[src/rtl/phrase_picker.sv]
// ============================================================================
// Module   : phrase_picker
// Purpose  : Picks an index in 0..NUM_WORDS-1 on request, using a 16-bit
//            Fibonacci LFSR. A pick never repeats any of the last HIST_DEPTH
//            picks. After MAX_TRIES rejected random draws, a deterministic
//            walk upward from the previous pick finds a free value.
// Ports    : clk        - clock, all state changes on the rising edge
//            rst_n      - asynchronous active-low reset
//            req        - request a new pick (sampled only when idle)
//            busy       - high whenever a pick is in progress or completing
//            done       - one-cycle pulse, idx updated on the same cycle
//            idx        - most recent pick, held between done pulses
//            seed_load  - (PHRASE_PICKER_SEED_LOAD_EN only) load LFSR this cycle
//            seed       - (PHRASE_PICKER_SEED_LOAD_EN only) value to load
// Options  : define PHRASE_PICKER_SEED_LOAD_EN to add the runtime seed ports.
// Revision : 1.0 - initial release
// ============================================================================
`timescale 1ns/1ps
`default_nettype none

module phrase_picker #(
    parameter int          NUM_WORDS  = 8,
    parameter int          IDX_W      = 3,
    parameter int          HIST_DEPTH = 1,
    parameter int          MAX_TRIES  = 4,
    parameter logic [15:0] SEED       = 16'hACE1
) (
    input  logic             clk,
    input  logic             rst_n,
    input  logic             req,
`ifdef PHRASE_PICKER_SEED_LOAD_EN
    input  logic             seed_load,
    input  logic [15:0]      seed,
`endif
    output logic             busy,
    output logic             done,
    output logic [IDX_W-1:0] idx
);

    localparam logic [1:0] c_st_idle     = 2'd0;
    localparam logic [1:0] c_st_draw     = 2'd1;
    localparam logic [1:0] c_st_fallback = 2'd2;
    localparam logic [1:0] c_st_done     = 2'd3;

    // An all-zero LFSR would lock up, so zero is replaced by a fixed seed.
    localparam logic [15:0]      c_alt_seed   = 16'hACE1;
    localparam logic [15:0]      c_reset_seed = (SEED == 16'h0000) ? c_alt_seed : SEED;
    localparam logic [3:0]       c_max_tries  = 4'(MAX_TRIES);
    localparam logic [IDX_W-1:0] c_last       = IDX_W'(NUM_WORDS - 1);

    logic [1:0]       r_state;
    logic [1:0]       w_state_next;
    logic [15:0]      r_lfsr;
    logic [15:0]      w_lfsr_next;
    logic             w_lfsr_fb;
    logic [3:0]       r_tries;
    logic [3:0]       w_tries_inc;
    logic [IDX_W-1:0] r_cand;
    logic [IDX_W-1:0] r_idx;
    logic [IDX_W-1:0] w_chk;
    logic [IDX_W-1:0] w_acc;
    logic [IDX_W-1:0] r_hist [HIST_DEPTH];
    logic [HIST_DEPTH-1:0] r_hval;
    logic [HIST_DEPTH-1:0] w_hit;
    logic             w_in_range;
    logic             w_in_hist;
    logic             w_take;
    logic             w_reject;
    logic             w_to_fb;
    logic             w_fb_step;

    // Wrapping increment modulo NUM_WORDS (operands are always < NUM_WORDS).
    function automatic logic [IDX_W-1:0] f_inc(input logic [IDX_W-1:0] v);
        return (v == c_last) ? '0 : v + IDX_W'(1);
    endfunction

    // ------------------------------------------------------------------
    // LFSR: free-running, shifts left every cycle regardless of state.
    // ------------------------------------------------------------------
    assign w_lfsr_fb = r_lfsr[15] ^ r_lfsr[13] ^ r_lfsr[12] ^ r_lfsr[10];

    always_comb begin
        w_lfsr_next = {r_lfsr[14:0], w_lfsr_fb};
`ifdef PHRASE_PICKER_SEED_LOAD_EN
        if (seed_load) begin
            w_lfsr_next = (seed == 16'h0000) ? c_alt_seed : seed;
        end
`endif
    end

    // ------------------------------------------------------------------
    // Candidate check: the random draw in DRAW, the walking value in
    // FALLBACK. Only valid history slots can cause a reject.
    // ------------------------------------------------------------------
    assign w_chk       = (r_state == c_st_fallback) ? r_cand : r_lfsr[IDX_W-1:0];
    assign w_in_range  = ({{(32-IDX_W){1'b0}}, w_chk} < NUM_WORDS);
    assign w_tries_inc = r_tries + 4'd1;

    for (genvar i = 0; i < HIST_DEPTH; i++) begin : g_hist_match
        assign w_hit[i] = r_hval[i] && (r_hist[i] == w_chk);
    end

    assign w_in_hist = |w_hit;

    // ------------------------------------------------------------------
    // FSM: state register
    // ------------------------------------------------------------------
    always_ff @(posedge clk or negedge rst_n) begin
        if (!rst_n) begin
            r_state <= c_st_idle;
        end else begin
            r_state <= w_state_next;
        end
    end

    // ------------------------------------------------------------------
    // FSM: next-state logic
    // ------------------------------------------------------------------
    always_comb begin
        w_state_next = r_state;
        w_take       = 1'b0;
        w_acc        = r_cand;
        w_reject     = 1'b0;
        w_to_fb      = 1'b0;
        w_fb_step    = 1'b0;
        case (r_state)
            c_st_idle: begin
                if (req) begin
                    w_state_next = c_st_draw;
                end
            end
            c_st_draw: begin
                if (w_in_range && !w_in_hist) begin
                    w_state_next = c_st_done;
                    w_take       = 1'b1;
                    w_acc        = w_chk;
                end else begin
                    w_reject = 1'b1;
                    if (w_tries_inc == c_max_tries) begin
                        w_state_next = c_st_fallback;
                        w_to_fb      = 1'b1;
                    end
                end
            end
            c_st_fallback: begin
                // Terminates within HIST_DEPTH steps since HIST_DEPTH < NUM_WORDS.
                if (!w_in_hist) begin
                    w_state_next = c_st_done;
                    w_take       = 1'b1;
                    w_acc        = r_cand;
                end else begin
                    w_fb_step = 1'b1;
                end
            end
            c_st_done: begin
                w_state_next = c_st_idle;
            end
            default: begin
                w_state_next = c_st_idle;
            end
        endcase
    end

    // ------------------------------------------------------------------
    // FSM: outputs
    // ------------------------------------------------------------------
    always_comb begin
        busy = (r_state != c_st_idle);
        done = (r_state == c_st_done);
    end

    assign idx = r_idx;

    // ------------------------------------------------------------------
    // Datapath. idx and history are written on the edge entering DONE so
    // the new idx is visible during the done pulse; a reset before that
    // edge leaves both untouched.
    // ------------------------------------------------------------------
    always_ff @(posedge clk or negedge rst_n) begin
        if (!rst_n) begin
            r_lfsr  <= c_reset_seed;
            r_tries <= '0;
            r_cand  <= '0;
            r_idx   <= '0;
        end else begin
            r_lfsr <= w_lfsr_next;
            if (r_state == c_st_idle && req) begin
                r_tries <= '0;
            end else if (w_reject) begin
                r_tries <= w_tries_inc;
            end
            if (w_to_fb) begin
                r_cand <= f_inc(r_idx);
            end else if (w_fb_step) begin
                r_cand <= f_inc(r_cand);
            end
            if (w_take) begin
                r_idx <= w_acc;
            end
        end
    end

    // History shift register: slot 0 holds the newest pick.
    for (genvar i = 0; i < HIST_DEPTH; i++) begin : g_hist_slot
        if (i == 0) begin : g_first
            always_ff @(posedge clk or negedge rst_n) begin
                if (!rst_n) begin
                    r_hist[0] <= '0;
                    r_hval[0] <= 1'b0;
                end else if (w_take) begin
                    r_hist[0] <= w_acc;
                    r_hval[0] <= 1'b1;
                end
            end
        end else begin : g_shift
            always_ff @(posedge clk or negedge rst_n) begin
                if (!rst_n) begin
                    r_hist[i] <= '0;
                    r_hval[i] <= 1'b0;
                end else if (w_take) begin
                    r_hist[i] <= r_hist[i-1];
                    r_hval[i] <= r_hval[i-1];
                end
            end
        end
    end

endmodule

`default_nettype wire
[config.mk]
export PLATFORM = sky130hd
export DESIGN_NAME = phrase_picker
export DESIGN_NICKNAME = d
export VERILOG_FILES = /design/src/rtl/phrase_picker.sv
export SDC_FILE = /design/constraint.sdc
export NUM_CORES = 1
export LEC_CHECK = 0
export ABC_AREA = 1
export BUFFER_PORTS_ARGS = -buffer_cell sky130_fd_sc_hd__buf_4
export CORE_MARGIN = 3
export CORE_UTILIZATION = 30
export CTS_CLUSTER_SIZE = 10
export DETAILED_ROUTE_END_ITERATION = 8
export GPL_TIMING_DRIVEN = 0
export SYNTH_ARGS = -nofsm -noshare
export SYNTH_HDL_FRONTEND = slang
export SYNTH_SLANG_ARGS = --single-unit
[constraint.sdc]
create_clock -name clk -period 2.15 [get_ports clk]
set_input_delay 0.43 -clock clk [delete_from_list [all_inputs] [get_ports clk]]
set_output_delay 0.43 -clock clk [all_outputs]
set_load 0.05 [all_outputs]
==> results.ini <==
[sta]
post-route-period-util=0.907
tns_ps=0
slew-limit-headroom=0.752
period_needed_ps=1950
fin_worst_skew_ps=4.58
fmax_mhz=513
setup_viol=0
rsz0062_at_grt=false
finalMaxSlewViolations=0
hold_viol_final=0
worst_slew_pin_slew_ps=369

[grt]
grt_pass1_vias=864
antenna_found_initial=0
grt_pass1_wl_um=3980
grt.total_usage=0.0971
grt_remaining_overflow=0
grt_max_degree=30

[final_layout]
syn2layout_area_growth_pct=17.7
drive_gt1_frac=0.199
antennaDiodeCount=0
final_util=0.371
final_net_count=183

[place]
io_buffers=7
gp_congestion=0.834
dp_hpwl_um=1730

[floorplanning]
initial_core_util=0.315
die_w_um=74.1
die_h_um=74.1
dieArea_sq_um=5500
rows=24
core_area_sq_um=4410
ios=8

[detailed_routing]
drtIter0Drc=65
postRouteAntennaNets=0
drc=0
wl_per_cell_um=10.5
num_vias=971
via_per_inst=4.35
drt_first_pass_iters=4
drt-total-wl_um=2340

[clock_network]
cts_max_level=2
clock_latency_ps=280
clockRootBuffer=clkbuf_8
cts_buffers=5
postCtsSetupBuffers=0
clock_sinks=29
cts_max_path_buffers=2
cts_tree=yes
clk_pin_slew_ps=60

[worst_setup_path]
path_max_fanout=7
r2r_start=r_state[0]
critPathKind=reg -> reg
setup.worst_path.end_class=flip-flop
crit_arrival_ps=2110
r2r_end=r_hval
reg2regPathDepth=12
r2r_slack_ps=200
required_ps=2310
critPathLaunchType=flip-flop

[yosys]
syn_area_sq_um=1390
syn_nets=169
synth-seq-cells=29
ys_types=21
yosys_warnings=0
yosysSeqAreaShare=0.528
syn_area_per_cell_sq_um=8.93
netlist_instances=156

[pwr]
p_per_area_nw_per_um2=1420
p_leak_nw=0.834
ir_worst_vdd_mv=0.767

[status]
outcome=finished clean

[job]
maxCapViolCount=0

[min_path]
hp-class=in -> async

-- Yosys cell counts --
| cell | count | area share |
|---|---|---|
| nand2_1 | 45 | 0.12 |
| dfrtp_1 | 21 | 0.38 |
| inv_1 | 21 | 0.057 |
| nand3_1 | 18 | 0.065 |
| ha_1 | 10 | 0.090 |
| dfstp_2 | 8 | 0.15 |
| nor2_1 | 7 | 0.019 |
| o21ai_0 | 7 | 0.025 |
| or2_2 | 3 | 0.013 |
| nand3b_1 | 2 | 0.011 |
| nor3_1 | 2 | 0.0072 |
| xnor2_1 | 2 | 0.013 |
| xor2_1 | 2 | 0.013 |
| a21oi_1 | 1 | 0.0036 |
| buf_2 | 1 | 0.0036 |
| inv_2 | 1 | 0.0027 |
| nand3_2 | 1 | 0.0072 |
| nand4_1 | 1 | 0.0045 |
| nor2_2 | 1 | 0.0045 |
| nor2_4 | 1 | 0.0081 |
| or2_1 | 1 | 0.0045 |
-- registers in the layout, summed over array words and instances, names as in the netlist --
register	flops
r_hval	1
r_state	2
r_cand	3
r_hist	3
r_lfsr	16
r_tries	4
-- per-stage QoR --
step	worst slack (ps)	cells	power (W)	area, sq um	hold WS [ps]
global route	34.5	223	0.00253	1640	76.5
finish	199	223	0.00233	1640	60.8
global placement	58.7	215	0.00178	1510	335
floorplan	371	156	0.00155	1390	134
detailed placement	43.8	215	0.00179	1510	338
CTS	41.0	223	0.00229	1610	69.2
-- cells in the final DEF (no fill, tap or decap) --
| cell | count |
|---|---|
| nand3_1 | 18 |
| a21oi_1 | 1 |
| inv_2 | 2 |
| nor3_1 | 2 |
| dfrtp_1 | 21 |
| nand4_1 | 1 |
| xnor2_1 | 2 |
| nor2_4 | 2 |
| nand2_1 | 45 |
| xor2_1 | 2 |
| nor2_1 | 6 |
| clkbuf_8 | 7 |
| ha_1 | 9 |
| dfstp_2 | 8 |
| ha_4 | 1 |
| or2_2 | 3 |
| inv_1 | 20 |
| o21ai_0 | 7 |
| nand3b_1 | 2 |
| buf_4 | 7 |
| clkinv_2 | 1 |
| nor2_2 | 1 |
| buf_2 | 1 |
| nand3_4 | 1 |
| or2_1 | 1 |
-- power by group --
group	internal [W]	switching (W)
Sequential	0.000643	0.000107
Combinational	0.000374	0.000719
Clock	0.000288	0.000195
-- worst max path at each step --
stage | cells past startpoint | slack [ps] | endpoint | from
5_1_grt | 12 | 30 | r_hist[1] | r_state[0]
2_1_floorplan | 12 | 370 | r_hval | r_state[0]
3_3_place_gp | 13 | 60 | r_cand[1] | r_state[0]
6_report | 12 | 200 | r_hval | r_state[0]
3_5_place_dp | 13 | 40 | r_cand[1] | r_state[0]
4_1_cts | 13 | 40 | r_cand[1] | r_state[0]
-- cell type report --
type | count | area (sq um)
timing repair buffer | 7 | 52.6
sequential | 29 | 736
clock inverter | 1 | 5.00
multi-input combinational | 104 | 597
fill | 429 | 2780
tap | 52 | 65.1
clock buffer | 7 | 96.3
inverter | 22 | 82.6
buffer | 1 | 5.00
-- cells by family after synthesis --
kind of cell               share of synthesized area
AOI/OAI and AO/OA                             0.0287
xor gates and xnor gates                      0.0252
adders and majority gates                     0.0898
buffers and inverters                         0.0629
DFF                                            0.528
and+or+nand+nor                                0.265
-- layer usage --
layer / vias up / track usage / share of wire
li1: 516 / - / -
met1: 438 / 0.145 / 0.54
met2: 12 / 0.122 / 0.41
met3: 5 / 0.0324 / 0.037
met4: 0 / 0.0483 / 0.018
met5: - / 0 / 0
-- worst max-delay path: stages, from the launching register on --
cell	delay (ps)
dfrtp_1	430
inv_2	130
ha_4	190
inv_2	60
nand2_1	90
nand2_1	70
nand2_1	60
nand2_1	90
nor2_4	150
nand2_1	140
nand2_1	120
inv_1	110
or2_1	220
-- repair_timing --
item / CTS / global route
setup endpoints to repair: 0 / 13
hold buffers: 0 / 0
resized for setup: 0 / 6
Note: power is estimated with default switching activity, not from simulation.
